[src/rtl/mesh_tap_scheduler_if.sv]
// Bundle of the scheduler's datapath-facing signals: the weight RAM read
// port, the tile streamer handshake, the mesh control/weight broadcast and
// the result valid/ready port.
//   master : scheduler side (drives strobes, address, enables, weight, out_valid)
//   slave  : environment side (drives w_data, in_valid, out_ready)
interface mesh_tap_scheduler_if #(
  parameter int WEIGHT_BIT = 8,
  parameter int ADDR_W     = 10
) ();
  logic                  w_rd;
  logic [ADDR_W-1:0]     w_addr;
  logic [WEIGHT_BIT-1:0] w_data;
  logic                  in_valid;
  logic                  in_ready;
  logic                  mesh_ena;
  logic                  mesh_clr;
  logic [WEIGHT_BIT-1:0] mesh_weight;
  logic                  out_valid;
  logic                  out_ready;

  modport master (
    output w_rd, w_addr, in_ready, mesh_ena, mesh_clr, mesh_weight, out_valid,
    input  w_data, in_valid, out_ready
  );

  modport slave (
    input  w_rd, w_addr, in_ready, mesh_ena, mesh_clr, mesh_weight, out_valid,
    output w_data, in_valid, out_ready
  );
endinterface

[src/rtl/mesh_tap_scheduler.sv]
// Sequences one accumulation pass of the MAC mesh: clears the accumulators,
// fetches one broadcast weight per kernel tap, pairs it with one input tile
// per tap, then presents the finished mesh result on a valid/ready port.
// Ports:
//   clk, rst_n         clock, asynchronous active-low reset
//   start, abort       pass start (IDLE only) / synchronous abort (any state)
//   cfg_taps, cfg_base taps per pass and weight address of tap 0, latched on start
//   busy, done         state != IDLE / one-cycle end-of-pass pulse
//   bus (master)       weight RAM read, tile handshake, mesh control, result port
module mesh_tap_scheduler #(
  parameter int WEIGHT_BIT = 8,
  parameter int CNT_W      = 8,
  parameter int ADDR_W     = 10,
  parameter int MAC_LAT    = 1
) (
  input  logic              clk,
  input  logic              rst_n,
  input  logic              start,
  input  logic              abort,
  input  logic [CNT_W-1:0]  cfg_taps,
  input  logic [ADDR_W-1:0] cfg_base,
  output logic              busy,
  output logic              done,
  mesh_tap_scheduler_if.master bus
);

  localparam int DRN_W = (MAC_LAT > 1) ? $clog2(MAC_LAT) : 1;

  typedef enum logic [2:0] {IDLE, CLEAR, FETCH, RUN, DRAIN, OUT} state_t;

  state_t                state_q, state_d;
  logic [CNT_W-1:0]      taps_q, taps_d;
  logic [CNT_W-1:0]      tap_q, tap_d;
  logic [DRN_W-1:0]      drain_q, drain_d;
  logic [ADDR_W-1:0]     waddr_q, waddr_d;
  logic [WEIGHT_BIT-1:0] weight_q, weight_d;
  logic                  done_q, done_d;

  logic fire;
  logic last;

  assign fire = (state_q == RUN) && bus.in_valid;
  assign last = (tap_q == taps_q - 1'b1);

  // The read for tap k+1 is issued in the cycle tap k fires, so its data is
  // on w_data during the following FETCH cycle. w_addr therefore runs one
  // tap ahead: it advances on the FETCH edge unless this is the last tap.
  assign busy            = (state_q != IDLE);
  assign done            = done_q;
  assign bus.w_rd        = (state_q == CLEAR) || (fire && !last);
  assign bus.w_addr      = waddr_q;
  assign bus.in_ready    = (state_q == RUN);
  assign bus.mesh_ena    = fire;
  assign bus.mesh_clr    = (state_q == CLEAR);
  assign bus.mesh_weight = weight_q;
  assign bus.out_valid   = (state_q == OUT);

  always_comb begin
    state_d  = state_q;
    taps_d   = taps_q;
    tap_d    = tap_q;
    drain_d  = drain_q;
    waddr_d  = waddr_q;
    weight_d = weight_q;
    done_d   = 1'b0;

    unique case (state_q)
      IDLE: begin
        if (start) begin
          if (cfg_taps != '0) begin
            taps_d  = cfg_taps;
            tap_d   = '0;
            waddr_d = cfg_base;
            state_d = CLEAR;
          end else begin
            done_d = 1'b1;
          end
        end
      end
      CLEAR: state_d = FETCH;
      FETCH: begin
        weight_d = bus.w_data;
        if (!last) waddr_d = waddr_q + 1'b1;
        state_d = RUN;
      end
      RUN: begin
        if (fire) begin
          tap_d = tap_q + 1'b1;
          if (last) begin
            drain_d = '0;
            state_d = DRAIN;
          end else begin
            state_d = FETCH;
          end
        end
      end
      DRAIN: begin
        if (drain_q == DRN_W'(MAC_LAT - 1)) state_d = OUT;
        else                                drain_d = drain_q + 1'b1;
      end
      OUT: begin
        if (bus.out_ready) begin
          done_d  = 1'b1;
          state_d = IDLE;
        end
      end
      default: state_d = IDLE;
    endcase

    if (abort) begin
      state_d  = IDLE;
      taps_d   = '0;
      tap_d    = '0;
      drain_d  = '0;
      waddr_d  = '0;
      weight_d = '0;
      done_d   = 1'b0;
    end
  end

  always_ff @(posedge clk or negedge rst_n) begin
    if (!rst_n) begin
      state_q  <= IDLE;
      taps_q   <= '0;
      tap_q    <= '0;
      drain_q  <= '0;
      waddr_q  <= '0;
      weight_q <= '0;
      done_q   <= 1'b0;
    end else begin
      state_q  <= state_d;
      taps_q   <= taps_d;
      tap_q    <= tap_d;
      drain_q  <= drain_d;
      waddr_q  <= waddr_d;
      weight_q <= weight_d;
      done_q   <= done_d;
    end
  end

endmodule

[src/flat_wrapper.sv]
// flat-port wrapper written by rule: the top's interface ports become plain ports
module mesh_tap_scheduler_flat 
#(
  parameter int WEIGHT_BIT = 8,
  parameter int CNT_W      = 8,
  parameter int ADDR_W     = 10,
  parameter int MAC_LAT    = 1
)
  (clk, rst_n, start, abort, cfg_taps, cfg_base, busy, done, bus_w_rd, bus_w_addr, bus_in_ready, bus_mesh_ena, bus_mesh_clr, bus_mesh_weight, bus_out_valid, bus_w_data, bus_in_valid, bus_out_ready);
  mesh_tap_scheduler_if #(.WEIGHT_BIT(WEIGHT_BIT), .ADDR_W(ADDR_W)) bus_i ();
  input  logic clk;
  input  logic rst_n;
  input  logic start;
  input  logic abort;
  input  logic [CNT_W-1:0] cfg_taps;
  input  logic [ADDR_W-1:0] cfg_base;
  output logic busy;
  output logic done;
  output wire logic [$bits(bus_i.w_rd)-1:0] bus_w_rd;
  output wire logic [$bits(bus_i.w_addr)-1:0] bus_w_addr;
  output wire logic [$bits(bus_i.in_ready)-1:0] bus_in_ready;
  output wire logic [$bits(bus_i.mesh_ena)-1:0] bus_mesh_ena;
  output wire logic [$bits(bus_i.mesh_clr)-1:0] bus_mesh_clr;
  output wire logic [$bits(bus_i.mesh_weight)-1:0] bus_mesh_weight;
  output wire logic [$bits(bus_i.out_valid)-1:0] bus_out_valid;
  input wire logic [$bits(bus_i.w_data)-1:0] bus_w_data;
  input wire logic [$bits(bus_i.in_valid)-1:0] bus_in_valid;
  input wire logic [$bits(bus_i.out_ready)-1:0] bus_out_ready;
  assign bus_w_rd = bus_i.w_rd;
  assign bus_w_addr = bus_i.w_addr;
  assign bus_in_ready = bus_i.in_ready;
  assign bus_mesh_ena = bus_i.mesh_ena;
  assign bus_mesh_clr = bus_i.mesh_clr;
  assign bus_mesh_weight = bus_i.mesh_weight;
  assign bus_out_valid = bus_i.out_valid;
  assign bus_i.w_data = bus_w_data;
  assign bus_i.in_valid = bus_in_valid;
  assign bus_i.out_ready = bus_out_ready;
  mesh_tap_scheduler #(.WEIGHT_BIT(WEIGHT_BIT), .CNT_W(CNT_W), .ADDR_W(ADDR_W), .MAC_LAT(MAC_LAT)) u_core (.clk(clk), .rst_n(rst_n), .start(start), .abort(abort), .cfg_taps(cfg_taps), .cfg_base(cfg_base), .busy(busy), .done(done), .bus(bus_i));
endmodule
[config.mk]
export PLATFORM = sky130hd
export DESIGN_NAME = mesh_tap_scheduler_flat
export DESIGN_NICKNAME = d
export VERILOG_FILES = /design/src/rtl/mesh_tap_scheduler_if.sv /design/src/rtl/mesh_tap_scheduler.sv /design/src/flat_wrapper.sv
export SDC_FILE = /design/constraint.sdc
export NUM_CORES = 1
export LEC_CHECK = 0
export CAP_MARGIN = 20
export CORE_MARGIN = 2
export CORE_UTILIZATION = 29
export CTS_BUF_LIST = sky130_fd_sc_hd__clkbuf_8
export DETAILED_ROUTE_END_ITERATION = 6
export GPL_TIMING_DRIVEN = 0
export PLACE_DENSITY = 0.58
export SYNTH_ARGS = -nofsm -noshare
export SYNTH_HDL_FRONTEND = slang
export SYNTH_SLANG_ARGS = --single-unit
[constraint.sdc]
create_clock -name clk -period 2.14 [get_ports clk]
set_input_delay 0.428 -clock clk [delete_from_list [all_inputs] [get_ports clk]]
set_output_delay 0.428 -clock clk [all_outputs]
set_load 0.03 [all_outputs]
# After elaboration in Yosys (flattened, before gate mapping)
# Cells that the tools add are included.
[classes]
n_addsub = 4
eq_ne = 13
mux = 34
reduce_logical = 19
[ops]
columns = ["operator", "count"]
rows = [
  ["two-way mux 8 bit", 10],
  ["two-way mux 10 bit", 4],
  ["two-way mux 3 bit", 7],
  ["case mux 10 bit (2 select lines)", 1],
  ["case mux 3 bit (6 select lines)", 1],
  ["case mux 8 bit (2 select lines)", 1],
  ["inequality test 3 x 2 -> 1 bit (second input constant)", 4],
  ["nonzero test 3 bit", 4],
  ["adder 10 x 1 -> 10 bit (second input constant)", 1],
  ["inequality test 3 bit (second input constant)", 3],
  ["adder 8 x 1 -> 8 bit (second input constant)", 1],
  ["== test 8 bit", 1],
  ["two-way mux 1 bit", 8],
  ["AND reduction 4 bit", 2],
  ["nonzero test 2 bit", 4],
  ["nonzero test 8 bit", 1],
  ["subtractor 8 x 1 -> 8 bit (second input constant)", 1],
  ["== test 3 x 2 -> 1 bit (second input constant)", 2],
  ["== test 3 bit (second input constant)", 2],
  ["AND reduction 3 bit", 2],
  ["AND reduction 5 bit", 1],
  ["case mux 1 bit (2 select lines)", 2],
  ["== test 3 x 1 -> 1 bit (second input constant)", 1],
  ["logical NOT 3 bit", 1],
  ["4 further kinds", 5],
]
[word_totals]
ff_bits = 39
input_bits = 32
output_inout_bits = 25
elab_cells = 77

# Longest topological paths before layout
# Gate-level depths: netlist of run 1.
[depth]
ltp_word = 6
ltp_mapped = 10

# Worst setup path after synthesis of run 1
# Ideal clock, no wire load.
[synth_path]
path_kind = "flip-flop to output port"
from = "register u_core.taps_q[0]"
to = "output port bus_w_rd"
arrival_time_ns = 1.941
t_required_ns = 1.712
slack_ns = -0.229
stages_incl_launch_ff = 7
cell_sequence = "dfrtp_1 -> or4_4 -> nor2_2 -> and4b_1 -> and3b_4 -> a211oi_4 -> o21bai_1"
[synth_between]
elab_chain_cells = 5
[synth_lines]
columns = ["item", "line_no", "rtl"]
rows = [
  ["start, declared", "mesh_tap_scheduler.sv:32", "logic [CNT_W-1:0] taps_q, taps_d;"],
  ["start signal, assigned", "mesh_tap_scheduler.sv:132", "taps_q <= taps_d;"],
  ["subtractor 8 x 1 -> 8 bit", "mesh_tap_scheduler.sv:43", "assign last = (tap_q == taps_q - 1'b1);"],
  ["== test 8 bit", "mesh_tap_scheduler.sv:43", ""],
  ["logical NOT 1 bit", "mesh_tap_scheduler.sv:50", "assign bus.w_rd = (state_q == CLEAR) || (fire && !last);"],
  ["logical AND 1 bit", "mesh_tap_scheduler.sv:50", ""],
  ["logical OR 1 bit", "mesh_tap_scheduler.sv:50", ""],
  ["end, declared", "flat_wrapper.sv:19", "output wire logic [$bits(bus_i.w_rd)-1:0] bus_w_rd;"],
]
# Every way passes these cells.

# Worst setup path in the final report of run 1
[layout_path]
from = "register u_core.taps_q[1]"
to = "output port bus_w_rd"
# The elaborated chain is that of the path after synthesis.

==> summary.md, run 1 <==
| Metric | Value |
|---|---|
| Die area | `8510 µm²` |
| Count of final max-slew check failures | `0` |
| Final hold slack | `0.0414 ns` |
| Switch Pwr | `0.000662 W` |
| Diode count | `0` |
| Chip Width | `92.2 µm` |
| Reg clk slew, reported paths | `0.08 ns` |
| Clock Skew | `0.0127 ns` |
| Pre-antenna DRT Iters | `4` |
| Multi-input logic area | `1380 µm²` |
| Yosys top cell by area | `dfrtp_1` |
| Total Wirelength | `6310 µm` |
| Setup crit end | `bus_w_rd` |
| Period utilization | `1.21` |
| Critical Path Fanout Max | `2` |
| Post-Synthesis Cell Area | `2260 µm²` |
| Mapped Cells | `253` |
| FF-to-FF End | `u_core.state_q[1]$_DFFE_PN0P_` |
| Share of cells above drive strength 1 | `0.208` |
| Commonest register cell after synthesis | `dfrtp_1` |
| Drt drc | `0` |
| Power Density | `654 nW/µm²` |
| GRT Resource Usage Total | `0.150` |
| Clock root buffer | `clkbuf_8` |
| Mean Syn Cell Area | `8.93 µm²` |
| Flop-to-flop setup slack | `-0.17 ns` |
| Vias per inst | `4.95` |
| Final antenna-violating net count | `0` |
| LEAKAGE | `1.40 nW` |
| IO buf count | `56` |
| Worst r2r src | `u_core.taps_q[1]$_DFFE_PN0P_` |
| Fin crit period | `2.60 ns` |
| Worst skew pair latency | `0.30 ns` |
| Die Span Y | `92.2 µm` |
| Worst-margin pin slew | `0.534 ns` |
| CP Capture Type | `output pin` |
| Synth area leaders | `dfrtp_1 (42%), nor2_1 (4.8%), a21oi_1 (4.7%)` |
| Nets@finish | `366` |
| Critical path required time | `1.71 ns` |
| Initial antenna violation count | `0` |
| Max-cap violation count | `0` |
| Most common cell after layout, fill and taps aside | `clkdlybuf4s50_1` |
| R2r worst-path depth | `10` |
| Clock Tree Buf Depth | `2` |
| Vias in the first global route | `1965` |
| # rows | `32` |
| Placed inst area | `2970 µm²` |
| Yosys reg bits | `38` |
| I/O pins | `57` |
| Asr flop ratio synth | `1.00` |
| Total vias in the final route | `2147` |
| Distinct cell type count after synthesis | `54` |
| Crit path setup slack, layout | `-0.455 ns` |
| VDD IR max | `0.342 mV` |
| Most frequent cells in the layout | `clkdlybuf4s50_1 (41), dfrtp_1 (35), nor2_1 (28)` |
| Fmax | `385 MHz` |
| Seq pwr share | `0.371` |
| Status | `finished with violations` |
| RSZ-0062 raised after global routing | `yes` |
| Grt ovf | `0` |
| Filler cell count | `754` |
| Final Wtd Congestion | `0.787` |
| TritonCTS clock tree | `built` |
| Syn nets | `288` |
| H-tree levels | `2` |
| Crit. Startpoint | `u_core.taps_q[1]$_DFFE_PN0P_` |
| Yosys top cell area share | `0.421` |
| Crit path arrival time | `2.17 ns` |
| Routed length per instance | `14.5 µm` |
| Largest net degree at the start of global routing | `26` |
| Design area | `3380 µm²` |
| Initial core utilization | `0.295` |
| Post-synthesis sequential area ratio | `0.421` |
| Relative slew slack | `0.644` |
| Clock share of power | `0.346` |
| Core area | `7650 µm²` |
| Failing checks | `setup timing` |
| Inst Count DP | `412` |
| Setup TNS Final | `-2.10 ns` |
| Sw frac | `0.299` |
| Setup crit start kind | `flop` |
| Post-synth EDFFs | `0` |
| Internal power | `0.00155 W` |
| Iter 0 DRT Violations | `109` |
| Detail Placement HPWL | `4470 µm` |
| Setup violators final | `13` |
| FF/Latch Area | `955 µm²` |
| Hold/Removal Path Class | `input port to asynchronous set/reset pin` |
| Layout Cells excl Fill | `434` |
| Critical path class | `flop to output pin` |
| Sink Count | `38` |
| Comb pwr share | `0.283` |
| CTS buffer count | `5` |
| Fin. Hold Viols | `0` |
| Syn. warnings | `0` |
| Synthesis-to-finish area growth | `49.7%` |
| First-pass GRT wire length | `10100 µm` |
[synthesized netlist by cell type, types with 4 or more instances]
cell      instances
a21oi_1          21
clkbuf_1          6
dfrtp_1          38
inv_1            11
mux2i_1           8
nand2_1          27
nand2b_1          6
nand3_1          13
nor2_1           29
nor3b_1           4
o21ai_0          14
o31ai_1           8
xor2_1            7
[layout make-up]
| cell class | instances | area share |
|---|---|---|
| buffer | 8 | 0.0118 |
| clock buffer | 6 | 0.0244 |
| clock inverter | 2 | 0.0178 |
| inverter | 12 | 0.0141 |
| multi-input combinational | 195 | 0.407 |
| sequential | 38 | 0.282 |
| tap | 102 | 0.0377 |
| timing repair buffer | 71 | 0.204 |
[power groups by stage]
stage,Combinational (W),Clock (W),Sequential [W]
2_1_floorplan,0.000263,0,0.000888
3_3_place_gp,0.000536,0,0.000834
3_5_place_dp,0.000545,0,0.000836
4_1_cts,0.000571,0.000784,0.000818
5_1_grt,0.000677,0.000819,0.000829
6_report,0.000626,0.000765,0.000820
[how the worst min path moves through the flow]
stage                                     startpoint                                    end  slack [ns]
2_1_floorplan                                  rst_n  u_core.bus.mesh_weight[0]$_DFFE_PN0N_        0.13
4_1_cts                                        rst_n  u_core.bus.mesh_weight[1]$_DFFE_PN0N_        0.04
3_5_place_dp                                   rst_n            u_core.tap_q[2]$_DFFE_PN0P_        0.37
5_1_grt                                        rst_n                  u_core.done$_DFF_PN0_        0.04
6_report                                       rst_n                  u_core.done$_DFF_PN0_        0.04
3_3_place_gp   u_core.bus.mesh_weight[4]$_DFFE_PN0N_  u_core.bus.mesh_weight[4]$_DFFE_PN0N_        0.51
[critical path, cell delays in order, from the launching register on]
cell and delay [ns]:
dfrtp_1 0.40, or4_4 0.56, nor2_4 0.10, and4b_1 0.18, and3b_4 0.21, a211oi_4 0.20, o21bai_2 0.08, buf_6 0.14
[metrics by stage]
step | utilization | total power (W) | setup WS (ns)
final | 0.442 | 0.00221 | -0.455
after global routing | 0.442 | 0.00233 | -0.528
after CTS | 0.418 | 0.00217 | -0.479
after detailed placement | 0.389 | 0.00138 | -0.820
after global placement | 0.387 | 0.00137 | -0.818
after floorplan | - | 0.00115 | -0.167
[sequential cells by signal (all words and copies together), names as in the netlist]
register / count
u_core.done: 1
u_core.taps_q: 8
u_core.bus.mesh_weight: 8
u_core.state_q: 3
u_core.bus.w_addr: 10
u_core.tap_q: 8
[metal layers]
| layer | vias up | wire length [µm] | global-route usage |
|---|---|---|---|
| met5 | - | 0 | 0 |
| met4 | 0 | 76 | 0.0448 |
| met3 | 7 | 269 | 0.0312 |
| met2 | 47 | 3050 | 0.232 |
| met1 | 1027 | 2910 | 0.211 |
| li1 | 1066 | - | - |
[cell families (layout without fill, tap and decap cells)]
group | after synthesis | count (layout) | share of synthesized area
adders and majority gates | 3 | 3 | 0.0166
xor gates and xnor gates | 9 | 9 | 0.0349
buffers and inverters | 20 | 99 | 0.0349
AOI/OAI and AO/OA | 69 | 69 | 0.214
and+or+nand+nor | 106 | 106 | 0.243
DFF | 38 | 38 | 0.421
muxes | 8 | 8 | 0.0355
[repair_timing]
item	in CTS	in global routing
hold buffers	0	0
gates resized for setup	31	40
pin swaps	8	7
setup buffers	9	5
setup endpoints to repair	24	23
No activity file was read; power rests on OpenSTA's default activity.
==> run 2, diff against run 1 <==
- CORE_ASPECT_RATIO: not set -> 1.2
- GPL_TIMING_DRIVEN: 0 -> not set
==> summary.md, run 2 (synthesis results as in run 1) <==
| Metric | Value |
|---|---|
| Status | `finished with violations` |
| Failing checks | `setup timing` |
| Clock Tree Buf Depth | `2 (unchanged)` |
| Initial antenna violation count | `0 (unchanged)` |
| Final hold slack | `0.189 ns (+0.148 ns)` |
| Critical path class | `flop to output pin` |
| CP Capture Type | `output pin` |
| # rows | `35 (+9.4%)` |
| FF-to-FF End | `u_core.bus.w_addr[2]$_DFFE_PN0P_` |
| Grt ovf | `0 (unchanged)` |
| Setup crit start kind | `flop` |
| Flop-to-flop setup slack | `-0.36 ns (-0.19 ns)` |
| FF/Latch Area | `951 µm² (-0.39%)` |
| Die area | `8510 µm² (about the same)` |
| GRT Resource Usage Total | `0.156 (+0.00590)` |
| Design area | `3650 µm² (+7.8%)` |
| First-pass GRT wire length | `10600 µm (+4.9%)` |
| Iter 0 DRT Violations | `79 (-28%)` |
| LEAKAGE | `1.60 nW (+15%)` |
| Max-cap violation count | `0 (unchanged)` |
| Routed length per instance | `14.2 µm (-2.6%)` |
| CTS buffer count | `5 (unchanged)` |
| Pre-antenna DRT Iters | `6 (+2)` |
| Period utilization | `1.21 (+0.00196)` |
| Vias in the first global route | `2327 (+18%)` |
| Initial core utilization | `0.296 (+0.00107)` |
| Clock Skew | `0.00527 ns (-0.00738 ns)` |
| Vias per inst | `4.98 (+0.68%)` |
| Placed inst area | `3370 µm² (+13%)` |
| Core area | `7620 µm² (-0.36%)` |
| Critical path required time | `1.71 ns (about the same)` |
| Fmax | `385 MHz (-0.16%)` |
| H-tree levels | `2 (unchanged)` |
| Power Total | `0.00214 W (-3.3%)` |
| Layout Cells excl Fill | `463 (+6.7%)` |
| Filler cell count | `717 (-4.9%)` |
| Total Wirelength | `6560 µm (+3.9%)` |
| Diode count | `0 (unchanged)` |
| Clock root buffer | `clkbuf_8` |
| Worst skew pair latency | `0.30 ns (about the same)` |
| Sink Count | `38 (unchanged)` |
| I/O pins | `57 (unchanged)` |
| Fin. Hold Viols | `0 (unchanged)` |
| Inst Count DP | `450 (+9.2%)` |
| Relative slew slack | `0.654 (+0.0105)` |
| Reg clk slew, reported paths | `0.08 ns (about the same)` |
| Worst r2r src | `u_core.taps_q[0]$_DFFE_PN0P_` |
| Hold/Removal Path Class | `input port to asynchronous set/reset pin` |
| Chip Width | `84.6 µm (-8.3%)` |
| Fin crit period | `2.60 ns (+0.00421 ns)` |
| TritonCTS clock tree | `built` |
| Setup violators final | `11 (-2)` |
| Drt drc | `0 (unchanged)` |
| Most common cell after layout, fill and taps aside | `buf_4` |
| R2r worst-path depth | `12 (+2)` |
| Final Wtd Congestion | `0.815 (+3.6%)` |
| Critical Path Fanout Max | `3 (+1)` |
| Max reg flops | `10 (unchanged)` |
| Most frequent cells in the layout | `buf_4 (56), clkdlybuf4s50_1 (41), dfrtp_1 (38)` |
| Synthesis-to-finish area growth | `61.4%` |
| Final antenna-violating net count | `0 (unchanged)` |
| Largest net degree at the start of global routing | `39 (+50%)` |
| Count of final max-slew check failures | `0 (unchanged)` |
| Crit path setup slack, layout | `-0.459 ns (-0.00421 ns)` |
| IO buf count | `56 (unchanged)` |
| RSZ-0062 raised after global routing | `yes` |
| Die Span Y | `101 µm (+9.1%)` |
| Multi-input logic area | `1360 µm² (-1.4%)` |
| VDD IR max | `0.299 mV (-13%)` |
| Total vias in the final route | `2306 (+7.4%)` |
| Crit path arrival time | `2.17 ns (about the same)` |
| Detail Placement HPWL | `4790 µm (+7.2%)` |
| Worst-margin pin slew | `0.518 ns (-0.0158 ns)` |
| Power Density | `586 nW/µm² (-10%)` |
| Share of cells above drive strength 1 | `0.291 (+0.0833)` |
| Nets@finish | `405 (+11%)` |
-- run 2: changes by cell type in the layout (fill, tap and decap cells not counted), sizes merged --
cell	delta
buf	+47
clkbuf	-9
bufinv	-1
clkinv	+2
-- run 2: repair_timing --
item	in CTS	in global routing
buffers inserted	4	1
pin swaps	21	9
setup endpoints to repair	21	18
hold buffers	0	0
resized for setup	36	11
-- run 2: power breakdown --
| part | switching (W) | total [W] | leakage, nW | internal, W |
|---|---|---|---|---|
| clock network | 0.000274 | 0.000617 | 0.0579 | 0.000343 |
| registers | 0.0000579 | 0.000823 | 0.516 | 0.000765 |
| logic | 0.000349 | 0.000698 | 1.03 | 0.000350 |
| total | 0.000680 | 0.00214 | 1.60 | 0.00146 |
-- run 2: area by class of cell --
cell class | count | share of cell area
multi-input cells | 195 | 0.373
clock buffers | 5 | 0.0189
well taps | 92 | 0.0316
flip-flops and latches | 38 | 0.261
inverters | 12 | 0.0124
clock inverters | 3 | 0.0110
repair buffers | 118 | 0.293
-- run 2: worst max path at each step --
stage / startpoint / to / slack, ns / depth (start not counted)
floorplan: u_core.taps_q[0]$_DFFE_PN0P_ / bus_w_rd / -0.17 / 6
global placement: u_core.taps_q[0]$_DFFE_PN0P_ / bus_w_rd / -0.53 / 7
detailed placement: u_core.taps_q[1]$_DFFE_PN0P_ / bus_w_rd / -0.56 / 7
CTS: u_core.taps_q[3]$_DFFE_PN0P_ / bus_w_rd / -0.45 / 7
global route: u_core.taps_q[0]$_DFFE_PN0P_ / bus_w_rd / -0.54 / 7
finish: u_core.taps_q[0]$_DFFE_PN0P_ / bus_w_rd / -0.46 / 7
-- run 2: metrics by stage --
step	setup TNS (ns)	utilization	setup slack (ns)
floorplan	-0.167	-	-0.167
global placement	-8.99	0.443	-0.533
detailed placement	-9.03	0.443	-0.565
CTS	-2.09	0.470	-0.450
global route	-4.84	0.478	-0.543
finish	-3.72	0.478	-0.459
-- run 2: layer usage --
layer  up-vias  wire length, µm  global-route usage
li1       1146                -                   -
met2        41             3470               0.282
met4         0               69              0.0403
met5         -                0                   0
met1      1114             2790               0.187
met3         5              233              0.0328
-- run 2: worst max-delay path: stages, from the launching register on --
cell,delay [ns]
dfrtp_1,0.41
or4_4,0.54
nor2_4,0.09
and4b_1,0.18
and3b_4,0.21
a211oi_4,0.18
o21bai_2,0.12
buf_6,0.15
